===== config.mk =====
export PLATFORM = sky130hd
export DESIGN_NAME = pc_next_unit_flat
export DESIGN_NICKNAME = d
export VERILOG_FILES = /design/src/rtl/riscv_pkg.sv /design/src/rtl/pc_next_unit_if.sv /design/src/rtl/pc_target_mux.sv /design/src/rtl/pc_next_unit.sv /design/src/flat_wrapper.sv
export SDC_FILE = /design/constraint.sdc
export NUM_CORES = 1
export LEC_CHECK = 0
export CORE_ASPECT_RATIO = 0.5
export CORE_UTILIZATION = 47
export CTS_CLUSTER_SIZE = 14
export DETAILED_ROUTE_END_ITERATION = 6
export HOLD_SLACK_MARGIN = 0.06
export PLACE_DENSITY = 0.82
export SETUP_SLACK_MARGIN = 0.02
export SLEW_MARGIN = 15
export SYNTH_ARGS = -nofsm -noshare
export SYNTH_HDL_FRONTEND = slang
export SYNTH_SLANG_ARGS = --single-unit

===== constraint.sdc =====
create_clock -name clk -period 3.2 [get_ports clk]
set_input_delay 0.64 -clock clk [delete_from_list [all_inputs] [get_ports clk]]
set_output_delay 0.64 -clock clk [all_outputs]
set_load 0.005 [all_outputs]

===== src/rtl/riscv_pkg.sv =====
// Shared RISC-V front-end definitions: PC-source codes, PC-stage state encoding
// and the default datapath width.
package riscv_pkg;

    localparam int DEFAULT_XLEN = 32;

    localparam logic [1:0] PC_SRC_PLUS4  = 2'b00;
    localparam logic [1:0] PC_SRC_BRANCH = 2'b01;
    localparam logic [1:0] PC_SRC_JALR   = 2'b10;
    localparam logic [1:0] PC_SRC_TRAP   = 2'b11;

    typedef enum logic [1:0] {
        ST_BOOT = 2'b00,
        ST_RUN  = 2'b01,
        ST_HALT = 2'b10
    } pc_state_e;

endpackage


===== src/rtl/pc_next_unit_if.sv =====
// Bundle between the PC stage and its neighbours (next-PC select in, fetch handshake out).
// The unit itself attaches through the slave modport.
interface pc_next_unit_if
    import riscv_pkg::*;
#(
    parameter int XLEN = DEFAULT_XLEN
);
    logic [1:0]      pc_src;
    logic [XLEN-1:0] imm;
    logic [XLEN-1:0] jalr_target;
    logic            fetch_ready;
    logic            resume;
    logic [XLEN-1:0] pc;
    logic [XLEN-1:0] pc_plus4;
    logic            fetch_valid;
    logic            misalign;
    logic            halted;

    modport master (
        output pc_src, imm, jalr_target, fetch_ready, resume,
        input  pc, pc_plus4, fetch_valid, misalign, halted
    );

    modport slave (
        input  pc_src, imm, jalr_target, fetch_ready, resume,
        output pc, pc_plus4, fetch_valid, misalign, halted
    );
endinterface


===== src/rtl/pc_target_mux.sv =====
// Combinational next-PC target select with adders and alignment check.
// PC_MISALIGN_TRAP_EN: report misaligned targets instead of silently aligning them.
module pc_target_mux
    import riscv_pkg::*;
#(
    parameter int              XLEN    = DEFAULT_XLEN,
    parameter logic [XLEN-1:0] TRAP_PC = XLEN'(32'h0000_0100)
) (
    input  logic [XLEN-1:0]        pc,
    input  logic [1:0]             pc_src,
    input  logic signed [XLEN-1:0] imm,
    input  logic [XLEN-1:0]        jalr_target,
    output logic [XLEN-1:0]        target,
    output logic [XLEN-1:0]        pc_plus4,
    output logic                   misaligned
);
    logic [XLEN-1:0] raw_target;

    // All sums wrap modulo 2^XLEN; imm is two's complement so a plain add is correct.
    assign pc_plus4 = pc + XLEN'(4);

    always_comb begin
        raw_target = pc_plus4;
        case (pc_src)
            PC_SRC_PLUS4:  raw_target = pc_plus4;
            PC_SRC_BRANCH: raw_target = pc + $unsigned(imm);
            PC_SRC_JALR:   raw_target = jalr_target & ~XLEN'(1);
            default:       raw_target = TRAP_PC;
        endcase
    end

`ifdef PC_MISALIGN_TRAP_EN
    // TRAP_PC is assumed aligned, so the trap path is never flagged.
    assign target     = raw_target;
    assign misaligned = (pc_src != PC_SRC_TRAP) && (raw_target[1:0] != 2'b00);
`else
    assign target     = raw_target & ~XLEN'(3);
    assign misaligned = 1'b0;
`endif

endmodule


===== src/rtl/pc_next_unit.sv =====
// Architectural PC register with BOOT/RUN/HALT control and fetch valid/ready handshake.
// PC_MISALIGN_TRAP_EN: misaligned targets halt the stage until a resume pulse.
module pc_next_unit
    import riscv_pkg::*;
#(
    parameter int              XLEN     = DEFAULT_XLEN,
    parameter logic [XLEN-1:0] RESET_PC = XLEN'(32'h0000_0000),
    parameter logic [XLEN-1:0] TRAP_PC  = XLEN'(32'h0000_0100)
) (
    input  logic            clk,
    input  logic            rst,
    pc_next_unit_if.slave   bus
);
    pc_state_e       state_q, state_d;
    logic [XLEN-1:0] pc_q, pc_d;
    logic            misalign_q, misalign_d;
    logic [XLEN-1:0] target;
    logic [XLEN-1:0] pc_plus4;
    logic            misaligned;
    logic            fetch_valid;

    pc_target_mux #(
        .XLEN    (XLEN),
        .TRAP_PC (TRAP_PC)
    ) u_target_mux (
        .pc          (pc_q),
        .pc_src      (bus.pc_src),
        .imm         (bus.imm),
        .jalr_target (bus.jalr_target),
        .target      (target),
        .pc_plus4    (pc_plus4),
        .misaligned  (misaligned)
    );

    always_ff @(posedge clk or posedge rst) begin
        if (rst) begin
            state_q    <= ST_BOOT;
            pc_q       <= RESET_PC;
            misalign_q <= 1'b0;
        end else begin
            state_q    <= state_d;
            pc_q       <= pc_d;
            misalign_q <= misalign_d;
        end
    end

    always_comb begin
        state_d     = state_q;
        pc_d        = pc_q;
        misalign_d  = misalign_q;
        fetch_valid = 1'b0;
        case (state_q)
            ST_BOOT: state_d = ST_RUN;
            ST_RUN: begin
                fetch_valid = 1'b1;
                if (bus.fetch_ready) begin
                    // A misaligned target keeps the old PC so the offending fetch is visible.
                    if (misaligned) begin
                        misalign_d = 1'b1;
                        state_d    = ST_HALT;
                    end else begin
                        pc_d = target;
                    end
                end
            end
            ST_HALT: begin
                if (bus.resume) begin
                    pc_d       = TRAP_PC;
                    misalign_d = 1'b0;
                    state_d    = ST_RUN;
                end
            end
            default: state_d = ST_BOOT;
        endcase
    end

    assign bus.pc          = pc_q;
    assign bus.pc_plus4    = pc_plus4;
    assign bus.fetch_valid = fetch_valid;
    assign bus.misalign    = misalign_q;

`ifdef PC_MISALIGN_TRAP_EN
    assign bus.halted = (state_q == ST_HALT);
`else
    assign bus.halted = 1'b0;
`endif

endmodule


===== src/flat_wrapper.sv =====
// flat-port wrapper written by rule: the top's interface ports become plain ports
module pc_next_unit_flat import riscv_pkg::*;
#(
    parameter int              XLEN     = DEFAULT_XLEN,
    parameter logic [XLEN-1:0] RESET_PC = XLEN'(32'h0000_0000),
    parameter logic [XLEN-1:0] TRAP_PC  = XLEN'(32'h0000_0100)
)
  (clk, rst, bus_pc_src, bus_imm, bus_jalr_target, bus_fetch_ready, bus_resume, bus_pc, bus_pc_plus4, bus_fetch_valid, bus_misalign, bus_halted);
  pc_next_unit_if #(.XLEN(XLEN)) bus_i ();
  input  logic clk;
  input  logic rst;
  input wire logic [$bits(bus_i.pc_src)-1:0] bus_pc_src;
  input wire logic [$bits(bus_i.imm)-1:0] bus_imm;
  input wire logic [$bits(bus_i.jalr_target)-1:0] bus_jalr_target;
  input wire logic [$bits(bus_i.fetch_ready)-1:0] bus_fetch_ready;
  input wire logic [$bits(bus_i.resume)-1:0] bus_resume;
  output wire logic [$bits(bus_i.pc)-1:0] bus_pc;
  output wire logic [$bits(bus_i.pc_plus4)-1:0] bus_pc_plus4;
  output wire logic [$bits(bus_i.fetch_valid)-1:0] bus_fetch_valid;
  output wire logic [$bits(bus_i.misalign)-1:0] bus_misalign;
  output wire logic [$bits(bus_i.halted)-1:0] bus_halted;
  assign bus_i.pc_src = bus_pc_src;
  assign bus_i.imm = bus_imm;
  assign bus_i.jalr_target = bus_jalr_target;
  assign bus_i.fetch_ready = bus_fetch_ready;
  assign bus_i.resume = bus_resume;
  assign bus_pc = bus_i.pc;
  assign bus_pc_plus4 = bus_i.pc_plus4;
  assign bus_fetch_valid = bus_i.fetch_valid;
  assign bus_misalign = bus_i.misalign;
  assign bus_halted = bus_i.halted;
  pc_next_unit #(.XLEN(XLEN), .RESET_PC(RESET_PC), .TRAP_PC(TRAP_PC)) u_core (.clk(clk), .rst(rst), .bus(bus_i));
endmodule

==> results.md <==
* R2r setup slk at 0.28 ns
* Fin cells at 801
* Clk pwr share at 14.9%
* Drt wl/cell at 18.0 um
* Hold buffers post-CTS at 0
* Tightest Hold Check Type: flip-flop to flip-flop
* Maximum clock path buffer count at 2
* Synth Cell Area at 0.00409 mm^2
* Max_cap viols at 0
* Average size of a mapped cell at 7.67 um^2
* Fillers at 657
* Peak supply drop at 298 uV
* Global-route wire length before repair at 22100 um
* # IOs at 137
* Endpoint class of the critical path: primary output
* WS Path Type: flip-flop to primary output
* Switch Pwr at 0.00142 W
* Die area at 0.00910 mm^2
* Fmax at 0.320 GHz
* Antenna diode count at 0
* Register area share after synthesis at 19.0%
* Synth Instances at 533
* Vias in the first global route at 4400
* DR vias at 4873
* Final hold slack at 0.591 ns
* Count of pins over their slew limit at 0
* Sequential share of power at 19.8%
* Synth top area share at 19.0%
* Top FF cell, synth: dfrtp_1
* Worst Max-Slew Pin Slew at 0.704 ns
* Drt first-iter violations at 381
* Crit path launch type: flip-flop
* Internal power at 0.00196 W
* Synth-to-Final Area Change at 45.8%
* Multi-input gate area at 0.00319 mm^2
* Asr flop ratio synth at 100%
* Global router's overall resource usage at 31.3%
* Sw Share at 42.0%
* Final setup margin at 0.0720 ns
* PwrDens at 567 mW/mm^2
* Post-synth EDFFs at 0
* H-tree depth at 2
* Initial core utilization at 49.9%
* Vias per inst at 6.08
* Final HPWL DP at 10800 um
* Cell taking the most area after synthesis: dfrtp_1
* Initial antenna violation count at 0
* Later-pin clock latency in the skew report at 0.28 ns
* WP data arrival at 2.49 ns
* Warnings, synthesis at 0
* Crit path required time at 2.56 ns
* Chip height at 68.0 um
* Setup-failing EPs final at 0
* Synth top area cells: dfrtp_1 19%, ha_1 9.2%, xnor2_1 6.0%, a21oi_1 5.3%, o21ai_0 4.6%
* Commonest cells post-synth: 50 x nand2_1, 43 x a21oi_1, 38 x o21ai_0
* WL final at 14400 um
* Reg area at 785 um^2
* CTS tree: done
* Final Cycle Share at 97.7%
* Share of post-route cells with drive strength above 1 at 13.6%
* Nets@finish at 789
* Gate power share at 65.3%
* Leakage power at 2.54 nW
* Pre-CTS WS at -0.207 ns
* Relative slew slack at 52.9%
* Final hold viol count at 0
* Seq cells post-synth at 31
* CP max FO at 8
* DR DRC count at 0
* CTS Buf Count at 5
* Initial DRT Pass Iterations at 6
* Clock-pin slew on the worst setup and hold paths at 0.05 ns
* Core region area at 0.00820 mm^2
* GP Congestion at 0.894
* Cells after DPL at 785
* Clk root buf: clkbuf_16
* # clock sinks at 31
* Distinct cells, synth at 68
* Grt total ovfl at 0
* Antenna Nets Post-Route at 0
* Status: complete, no violations
* RSZ-0062 raised after global routing: true
* Final min period at 3.13 ns
* Input/output buffers at 125
* Largest net degree at the start of global routing at 32
* Clk_skew at 0.00449 ns
* Row count at 23
* Die width at 134 um
* Count leader, synth: nand2_1
-- power by group through the flow --
stage	clock (W)	sequential, W	combinational (W)
6_report	0.000504	0.000669	0.00220
5_1_grt	0.000527	0.000683	0.00239
4_1_cts	0.000508	0.000656	0.00214
3_5_place_dp	0	0.000659	0.00212
3_3_place_gp	0	0.000657	0.00208
2_1_floorplan	0	0.000661	0.00116
-- placed cells by master, fill, tap and decap left out, types with 9 or more instances in the layout --
cell type        Yosys  routed
clkdlybuf4s50_1      0     124
buf_4                6      53
nand2_1             50      50
a21oi_1             43      42
o21ai_0             38      36
nor2_1              32      30
ha_1                30      29
xnor2_1             28      26
nand3_1             25      24
dfrtp_1             31      24
a21o_1              21      21
xor2_1              21      21
nand4_1             16      16
mux2i_1             15      15
inv_1               13      13
o221ai_1            12      11
nor3_1              12      11
and3_1               9       9
o211ai_1             9       9
-- worst paths after layout --
check | startpoint | endpoint | cells after the start
worst max-delay path | u_core.bus.pc[4]$_DFFE_PP0P_ | bus_pc_plus4[27] | 6
worst min-delay path | u_core.bus.pc[10]$_DFFE_PP0P_ | u_core.bus.pc[10]$_DFFE_PP0P_ | 1
worst max register to register | u_core.bus.pc[2]$_DFFE_PP0P_ | u_core.bus.pc[24]$_DFFE_PP0P_ | 11
worst min register to register | u_core.bus.pc[10]$_DFFE_PP0P_ | u_core.bus.pc[10]$_DFFE_PP0P_ | 1
max in group asynchronous | rst | u_core.bus.pc[10]$_DFFE_PP0P_ | 3
min in group asynchronous | rst | u_core.bus.pc[31]$_DFFE_PP0P_ | 3
-- routing by layer --
layer  GRT usage [%]  vias up  wire length (um)
met5               0        -                 0
met1            40.6     2304              6240
met3            4.96       24              1130
met2            54.5      247              6770
li1                -     2298                 -
met4            9.23        0               275
-- flip-flops by register name, summed over array words and instances, names as in the netlist --
register	cells
u_core.state_q	1
u_core.bus.pc	30
-- per-stage QoR --
stage	area [um^2]	power, W	TNS (ns)	util, %
2_1_floorplan	4110	0.00182	0	-
3_3_place_gp	5670	0.00274	-0.502	69.1
3_5_place_dp	5670	0.00278	-0.770	69.1
4_1_cts	5870	0.00330	0	71.5
5_1_grt	5960	0.00360	-0.0451	72.7
6_report	5960	0.00338	0	72.7
-- timing repair --
action                                  4_1_cts  5_1_grt
setup buffers                                 3        5
hold endpoints to repair                      0        0
pin swaps                                     3       10
endpoints found under the setup margin        7       17
gates resized for setup                       5       17
-- final cells by class --
cell class / instances / area share [%]
Multi-Input combinational cell: 459 / 53.5
Sequential cell: 31 / 13.2
Timing Repair Buffer: 178 / 27.6
Clock buffer: 8 / 2.62
Tap cell: 112 / 2.35
Inverter: 13 / 0.818
-- kinds of logic after synthesis --
| kind of cell | share of synthesized area [%] |
|---|---|
| AND/OR/NAND/NOR | 21.5 |
| other | 0.184 |
| buffers and inverters | 5.23 |
| flip-flops | 19.0 |
| XOR/XNOR | 10.5 |
| multiplexers | 4.50 |
| AO/OA/AOI/OAI | 29.5 |
| adder cells (fa/ha/maj) | 9.67 |
-- worst max-delay path, stage by stage, from the launching register on --
cell             delay (ns)
dfrtp_2                0.44
nand3_1                0.19
nor3_4                 0.35
nand4_1                0.24
or2_1                  0.32
xnor2_1                0.15
clkdlybuf4s50_1        0.51
(Power assumes the default switching activity.)
